**src/rtl/mac_pkg.sv**
```systemverilog
// Shared types for the MAC frame engine.
// Holds the opcode and FSM state enums and the accumulator width helper.
package mac_pkg;

    typedef enum logic [2:0] {
        OP_ID   = 3'd0,
        OP_NOT  = 3'd1,
        OP_NEG  = 3'd2,
        OP_SHR  = 3'd3,
        OP_SHL  = 3'd4,
        OP_REP  = 3'd5,
        OP_RSV6 = 3'd6,
        OP_RSV7 = 3'd7
    } op_e;

    typedef enum logic {
        ST_ACC  = 1'b0,
        ST_HOLD = 1'b1
    } state_e;

    // Full product plus growth for num_terms additions plus one guard bit.
    function automatic int acc_width(int data_w, int num_terms);
        return 2 * data_w + $clog2(num_terms) + 1;
    endfunction

endpackage

```
**src/rtl/mac_pretransform.sv**
```systemverilog
// Combinational per-operand pre-transform selected by a 3-bit opcode.
// Ports: a (operand in), op (opcode), y (transformed operand, DATA_W bits).
module mac_pretransform
    import mac_pkg::*;
#(
    parameter int DATA_W = 6,
    parameter int SHAMT  = 4
) (
    input  logic [DATA_W-1:0] a,
    input  op_e               op,
    output logic [DATA_W-1:0] y
);

    always_comb begin
        y = '0;
        unique case (op)
            OP_ID:   y = a;
            OP_NOT:  y = ~a;
            // Wraps: the most negative value negates to itself.
            OP_NEG:  y = -a;
            OP_SHR:  y = $signed(a) >>> SHAMT;
            OP_SHL:  y = a << SHAMT;
            OP_REP:  y = {DATA_W{a[0]}};
            OP_RSV6: y = '0;
            OP_RSV7: y = '0;
        endcase
    end

endmodule

```
**src/rtl/mac_frame_engine.sv**
```systemverilog
// Streaming sum-of-products engine: transform, multiply, accumulate frames.
// Ports: clk/rst_n, clear, in_* valid/ready pair input, out_* valid/ready sum.
module mac_frame_engine
    import mac_pkg::*;
#(
    parameter int DATA_W    = 6,
    parameter int OUT_W     = 9,
    parameter int NUM_TERMS = 8,
    parameter int SHAMT     = 4
) (
    input  logic              clk,
    input  logic              rst_n,
    input  logic              clear,
    input  logic              in_valid,
    output logic              in_ready,
    input  logic [DATA_W-1:0] in_a,
    input  logic [DATA_W-1:0] in_b,
    input  logic [2:0]        in_op,
    output logic              out_valid,
    input  logic              out_ready,
    output logic [OUT_W-1:0]  out_q
);

    localparam int ACC_W  = acc_width(DATA_W, NUM_TERMS);
    localparam int PROD_W = 2 * DATA_W;
    localparam int CNT_W  = (NUM_TERMS > 1) ? $clog2(NUM_TERMS) : 1;

    state_e             state_q, state_d;
    logic [CNT_W-1:0]   cnt_q, cnt_d;
    logic               s1_valid_q, s1_valid_d;
    logic               s1_last_q, s1_last_d;
    logic [PROD_W-1:0]  s1_prod_q, s1_prod_d;
    logic [ACC_W-1:0]   acc_q, acc_d;
    logic               out_valid_q, out_valid_d;
    logic [OUT_W-1:0]   out_q_q, out_q_d;

    logic [DATA_W-1:0]  ta, tb;
    logic [PROD_W-1:0]  prod;
    logic [ACC_W-1:0]   prod_ext;
    logic [ACC_W-1:0]   acc_sum;
    logic               accept;
    logic               last_term;

    mac_pretransform #(.DATA_W(DATA_W), .SHAMT(SHAMT)) u_xf_a (
        .a  (in_a),
        .op (op_e'(in_op)),
        .y  (ta)
    );

    mac_pretransform #(.DATA_W(DATA_W), .SHAMT(SHAMT)) u_xf_b (
        .a  (in_b),
        .op (op_e'(in_op)),
        .y  (tb)
    );

    assign in_ready  = (state_q == ST_ACC);
    assign accept    = in_valid && in_ready;
    assign last_term = (cnt_q == CNT_W'(NUM_TERMS - 1));

    // Sign-extend both factors to the product width so the low PROD_W
    // bits of an unsigned multiply are the exact signed product.
    assign prod = {{DATA_W{ta[DATA_W-1]}}, ta} * {{DATA_W{tb[DATA_W-1]}}, tb};

    assign prod_ext = {{(ACC_W - PROD_W){s1_prod_q[PROD_W-1]}}, s1_prod_q};
    assign acc_sum  = acc_q + prod_ext;

    always_comb begin
        state_d     = state_q;
        cnt_d       = cnt_q;
        s1_valid_d  = 1'b0;
        s1_last_d   = s1_last_q;
        s1_prod_d   = s1_prod_q;
        acc_d       = acc_q;
        out_valid_d = out_valid_q;
        out_q_d     = out_q_q;

        if (accept) begin
            s1_valid_d = 1'b1;
            s1_last_d  = last_term;
            s1_prod_d  = prod;
            cnt_d      = last_term ? '0 : cnt_q + CNT_W'(1);
        end

        if (out_valid_q && out_ready) begin
            out_valid_d = 1'b0;
        end

        if (s1_valid_q) begin
            if (s1_last_q) begin
                out_q_d     = acc_sum[OUT_W-1:0];
                out_valid_d = 1'b1;
                acc_d       = '0;
            end else begin
                acc_d = acc_sum;
            end
        end

        unique case (state_q)
            ST_ACC: begin
                if (accept && last_term) begin
                    state_d = ST_HOLD;
                end
            end
            ST_HOLD: begin
                if (out_valid_q && out_ready) begin
                    state_d = ST_ACC;
                end
            end
        endcase

        if (clear) begin
            state_d     = ST_ACC;
            cnt_d       = '0;
            acc_d       = '0;
            s1_valid_d  = 1'b0;
            out_valid_d = 1'b0;
        end
    end

    always_ff @(posedge clk or negedge rst_n) begin
        if (!rst_n) begin
            state_q     <= ST_ACC;
            cnt_q       <= '0;
            s1_valid_q  <= 1'b0;
            s1_last_q   <= 1'b0;
            s1_prod_q   <= '0;
            acc_q       <= '0;
            out_valid_q <= 1'b0;
            out_q_q     <= '0;
        end else begin
            state_q     <= state_d;
            cnt_q       <= cnt_d;
            s1_valid_q  <= s1_valid_d;
            s1_last_q   <= s1_last_d;
            s1_prod_q   <= s1_prod_d;
            acc_q       <= acc_d;
            out_valid_q <= out_valid_d;
            out_q_q     <= out_q_d;
        end
    end

    assign out_valid = out_valid_q;
    assign out_q     = out_q_q;

endmodule
```
**config.mk**
```make
export PLATFORM = sky130hd
export DESIGN_NAME = mac_frame_engine
export DESIGN_NICKNAME = d
export VERILOG_FILES = /design/src/rtl/mac_pkg.sv /design/src/rtl/mac_pretransform.sv /design/src/rtl/mac_frame_engine.sv
export SDC_FILE = /design/constraint.sdc
export NUM_CORES = 1
export LEC_CHECK = 0
export ABC_AREA = 0
export CAP_MARGIN = 20
export CORE_MARGIN = 3
export CORE_UTILIZATION = 50
export DETAILED_ROUTE_END_ITERATION = 7
export PLACE_DENSITY = 0.82
export SYNTH_ARGS = -nofsm -noshare
export SYNTH_HDL_FRONTEND = slang
export SYNTH_SLANG_ARGS = --single-unit
```
**constraint.sdc**
```tcl
create_clock -name clk -period 7.3 [get_ports clk]
set_clock_uncertainty 0.2 [all_clocks]
set_input_delay 2.19 -clock clk [delete_from_list [all_inputs] [get_ports clk]]
set_output_delay 2.19 -clock clk [all_outputs]
set_load 0.005 [all_outputs]
```
* Word-level counts from Yosys, hierarchy flattened
Cells that the tools add are included.
Word-level totals: bits in registers 44
Operators by class: reduce and logical (&&, ||, !) cells 8, multiply operators 1, mux-type cells 18, add/subtract/negate cells 4, bitwise gates (word level) 3, equal/unequal tests 8
Operator list (number):
- $pmux 6 s7 | 2
- $mux 16 | 3
- $add 16x16->16 | 1
- $eq 3x3->1 const B | 5
- $mul 6x6->12 | 1
- $neg 6->6 | 2
- $not 6->6 | 2
- $mux 1 | 9
- $mux 3 | 3
- $eq 3x2->1 const B | 2
- $reduce_bool 2->1 | 2
- $add 3x1->3 const B | 1
- $eq 3x1->1 const B | 1
- $logic_and 1x1->1 | 3
- $logic_not 3->1 | 1
- $pmux 1 s2 | 1
- $reduce_and 2->1 | 1
- $reduce_or 2->1 | 1
- $not 1->1 | 1

* Logic depth before layout (Yosys ltp)
word-level depth 6, mapped depth 25, gate-level depth less buffers 24

* By module
Synthesis repeated with hierarchy kept, for this count alone.
Second synthesis, totals: cells, all modules 359, area total of the unflattened synthesis 3211.8 um^2
By module, submodules not included:
- mac_frame_engine | cells each 255, area an instance 2556.2 um^2, instances 1
- mac_pretransform | cells each 52, area an instance 327.8 um^2, instances 2

* Worst setup path before layout
No wires, ideal clock.
kind in2reg, start input port in_op[1], end register s1_prod_q[8], library setup time 0.121 ns, path slack 0.098 ns, data arrival time 6.882 ns, stages on the path 23, path buffers 3, path through buf_2 > clkbuf_1 > buf_2 > nor2b_1 > o21ai_1 > and3_1 > o22ai_1 > nor2_1 > fa_1 > inv_1 > fa_1 > fa_1 > inv_1 > fa_1 > inv_1 > fa_1 > inv_1 > a21o_1 > a21oi_1 > xnor2_1 > xnor2_1 > xnor2_1 > o21ai_1
Between the ends: word-level cells in the longest chain between the ends 4
RTL lines:
- from (decl) | line mac_frame_engine.sv:18 | input logic [2:0] in_op,
- $eq 3x3->1 | line mac_pretransform.sv:16 | unique case (op)
- $reduce_or 2->1 (no source line)
- $pmux 6 s7 | line mac_pretransform.sv:16
- $mul 6x6->12 (*) | line mac_frame_engine.sv:62 | assign prod = {{DATA_W{ta[DATA_W-1]}}, ta} * {{DATA_W{tb[DATA_W-1]}}, tb};
- to (signal assigned) | line mac_frame_engine.sv:135 | s1_prod_q <= s1_prod_d;
- to (decl) | line mac_frame_engine.sv:32 | logic [PROD_W-1:0] s1_prod_q, s1_prod_d;
Every way passes the cells marked *; elsewhere a longest branch is shown, timed or not. A chain may end at the register's enable or synchronous reset.

* Final worst setup path
start input port in_a[2], end register s1_prod_q[8]
Between the ends: word-level cells in the longest chain between the ends 3
RTL lines:
- from (decl) | line mac_frame_engine.sv:16 | input logic [DATA_W-1:0] in_a,
- $neg 6->6 or $not 6->6 (tied branches) | line mac_pretransform.sv:20, mac_pretransform.sv:18
- $pmux 6 s7 (*) | line mac_pretransform.sv:16
- $mul 6x6->12 (*) | line mac_frame_engine.sv:62
Marked as above.

==> results.json <==
{
  "area_used_by_multi_input_combinational_logic_um2": 2170,
  "number_of_enable_type_register_cells_in_the_synthesized_netlist": 0,
  "ios": 31,
  "cts.root.buffer_cell": "clkbuf_8",
  "pwr_density_cell_nw_per_um2": 199,
  "core_area_um2": 5990,
  "vias_per_cell": 5.52,
  "synth.ff_latch_count": 34,
  "dp_hpwl_um": 5400,
  "layout.filler_cells": 433,
  "synthDominantAreaCellType": "dfrtp_1",
  "grtUsageTotal": 0.209,
  "ys_seq_area_frac": 0.273,
  "post_synth.cell_area_avg_um2": 9.39,
  "start_util": 0.520,
  "layout.cells.most_common": "buf_4",
  "report.final.slew_viol_count": 0,
  "critical_path.max_stage_delay_ns": 0.51,
  "synth_cell_types": 52,
  "tcrit_tclk_final": 0.971,
  "antenna_diode_instance_count": 0,
  "yosys_most_used_dff": "dfrtp_1",
  "routedWlPerCell_um": 14.7,
  "worst_setup_path_start_kind": "primary input",
  "critPathArrivalTime_ns": 7.04,
  "syn2layout_area_growth_pct": 31.2,
  "post_cts_hold_buffer_count": 0,
  "layout.core_utilization": 0.683,
  "antenna_violations_before_repair": 0,
  "final_hold_slack_ns": 0.295,
  "synthDominantCellAreaShare": 0.273,
  "grt_start_max_net_pins": 35,
  "floorplan.die.width_um": 85.0,
  "site_rows": 28,
  "timing.hold.worst.class": "reg2reg",
  "netlist_area_um2": 3120,
  "seq_area_um2": 851,
  "crit_path_top_cell_by_count": "fa_1",
  "cts_max_path_buffers": 2,
  "die_height_um": 85.0,
  "antenna_left": 0,
  "timing.slew.headroom": 0.551,
  "port_buffers": 30,
  "most_used_cells_in_the_layout_excluding_fill_and_tap_cells": "55 x buf_4, 34 x dfrtp_1, 32 x inv_1",
  "post_route_cells_drive_above_1_share": 0.243,
  "timing.critical_path.required_ns": 7.25,
  "synth.top_cells.by_area": "dfrtp_1 27%, fa_1 12%, ha_1 10%",
  "kind_of_capture_point_of_the_worst_setup_path": "flip-flop",
  "tritoncts_clock_tree": "yes",
  "h-tree-depth": 2,
  "place_congestion": 0.856,
  "cp_class": "in2reg",
  "detailedRoute.firstIterationViolations": 105,
  "ys.warnings.count": 0,
  "postSynthCellCount": 332,
  "power_uw": 813,
  "finalWirelength_um": 7220,
  "worstPathCellList": "clkdlybuf4s50_1 -> or3_4 -> or3_4 -> o31a_1 -> o32ai_2 -> or2_1 -> fa_1 -> fa_1 -> fa_1 -> inv_1 -> fa_1 -> inv_1 -> fa_2 -> inv_1 -> a21o_1 -> a21oi_2 -> xnor2_2 -> xnor2_1 -> xnor2_1 -> o21ai_1",
  "power_leakage_uw": 0.00201,
  "grt_pass1_wl_um": 12500,
  "insertion_delay_ns": 0.29,
  "drc_markers": 0,
  "grt_overflow_total": 0,
  "drt-pass1-iter-count": 5,
  "finalSetupViolations": 0,
  "drv_cap": 0,
  "detailroute.via_count": 2711,
  "synth_async_sr_flop_share": 1.00,
  "nets": 480,
  "clock-sinks": 34,
  "top_fanout_value_on_the_critical_path": 3,
  "grt_pass1_vias": 2848,
  "path_clk_slew_ns": 0.07,
  "die-area_um2": 7220,
  "power.ir.vdd_worst_uv": 183,
  "cpMaxStageDelayCell": "fa_1",
  "cts_made_buffers": 5,
  "fmax_mhz": 141,
  "finalHoldViolCount": 0,
  "synth_nets": 397,
  "tightest_slew_ns": 0.672,
  "finalWorstPathRequiredPeriod_ns": 7.09,
  "run_status": "complete, no violations"
}
[cell usage after synthesis (6+ instances only)]
cell       n
dfrtp_1   34
inv_1     33
nor2_1    31
ha_1      26
a21oi_1   23
nand2_1   21
fa_1      19
xnor2_1   17
nand2b_1  11
a22o_1     9
mux2_2     8
nor2b_1    8
mux2_1     6
[registers in the layout, summed over array words and instances, names as in the netlist]
register    flops
cnt_q           3
acc_q           9
s1_prod_q       9
s1_valid_q      1
out_q           9
state_q         1
s1_last_q       1
out_valid       1
[critical path, delay by kind of cell]
family | cells | cell delay (ns)
buf+inv | 4 | 0.63
simple gates | 3 | 0.90
compound gates | 5 | 0.62
fa+ha+maj | 5 | 2.24
xor+xnor | 3 | 0.46
[what timing repair did]
| item | 4_1_cts | 5_1_grt |
|---|---|---|
| gates cloned | 0 | 0 |
| setup endpoints to repair | 1 | 1 |
| pin swaps | 11 | 20 |
| gates resized for setup | 6 | 21 |
| setup buffers | 1 | 0 |
[metrics by stage]
| step | TNS (ns) | area, µm² | cells | setup WS [ns] |
|---|---|---|---|---|
| floorplan | 0 | 3120 | 332 | 0.0975 |
| global placement | -0.345 | 3850 | 481 | -0.313 |
| detailed placement | -0.544 | 3850 | 481 | -0.420 |
| CTS | 0 | 3980 | 490 | 0.0000799 |
| global route | -0.00108 | 4090 | 491 | -0.00108 |
| finish | 0 | 4090 | 491 | 0.209 |
[per-layer routing]
metal | routed length (µm) | GRT usage | share of wire | vias to the layer above
met5 | 0 | 0 | 0 | -
li1 | - | - | - | 1292
met2 | 3880 | 0.387 | 0.54 | 50
met3 | 167 | 0.0301 | 0.023 | 16
met4 | 133 | 0.0748 | 0.018 | 0
met1 | 3040 | 0.243 | 0.42 | 1353
[power breakdown]
group	total, µW	leakage, µW	switching [µW]	internal, µW
clock network	170	0.0000524	67.7	102
registers	231	0.000459	17.3	214
logic	412	0.00149	202	210
[cells by family after synthesis]
| kind of cell | count (synthesis) | synth area share |
|---|---|---|
| fa+ha+maj | 45 | 0.226 |
| xor+xnor | 21 | 0.0590 |
| compound gates | 73 | 0.159 |
| buf+inv | 47 | 0.0678 |
| simple gates | 95 | 0.155 |
| mux | 17 | 0.0602 |
| flops | 34 | 0.273 |
[area by class of cell]
cell class                 count  share of cell area
clock buffer                   7              0.0187
inverter                      36              0.0330
multi-input combinational    251               0.530
timing repair buffer          87               0.180
sequential                    34               0.208
tap                           75              0.0229
clock inverter                 1             0.00734
[final timing paths]
path                                     startpoint                  endpoint  slack, ns  cells past startpoint
min in group asynchronous                     rst_n      acc_q[0]$_DFFE_PN0P_       2.10                      2
setup reg to reg           s1_prod_q[0]$_DFFE_PN0P_      out_q[8]$_DFFE_PN0P_       4.68                     10
hold reg to reg                out_q[6]$_DFFE_PN0P_      out_q[6]$_DFFE_PN0P_       0.29                      1
hold / removal                 out_q[6]$_DFFE_PN0P_      out_q[6]$_DFFE_PN0P_       0.29                      1
max in group asynchronous                     rst_n  s1_prod_q[5]$_DFFE_PN0P_       4.50                      2
setup / recovery                            in_a[2]  s1_prod_q[8]$_DFFE_PN0P_       0.21                     20
Note: power is estimated with default switching activity, not from simulation.
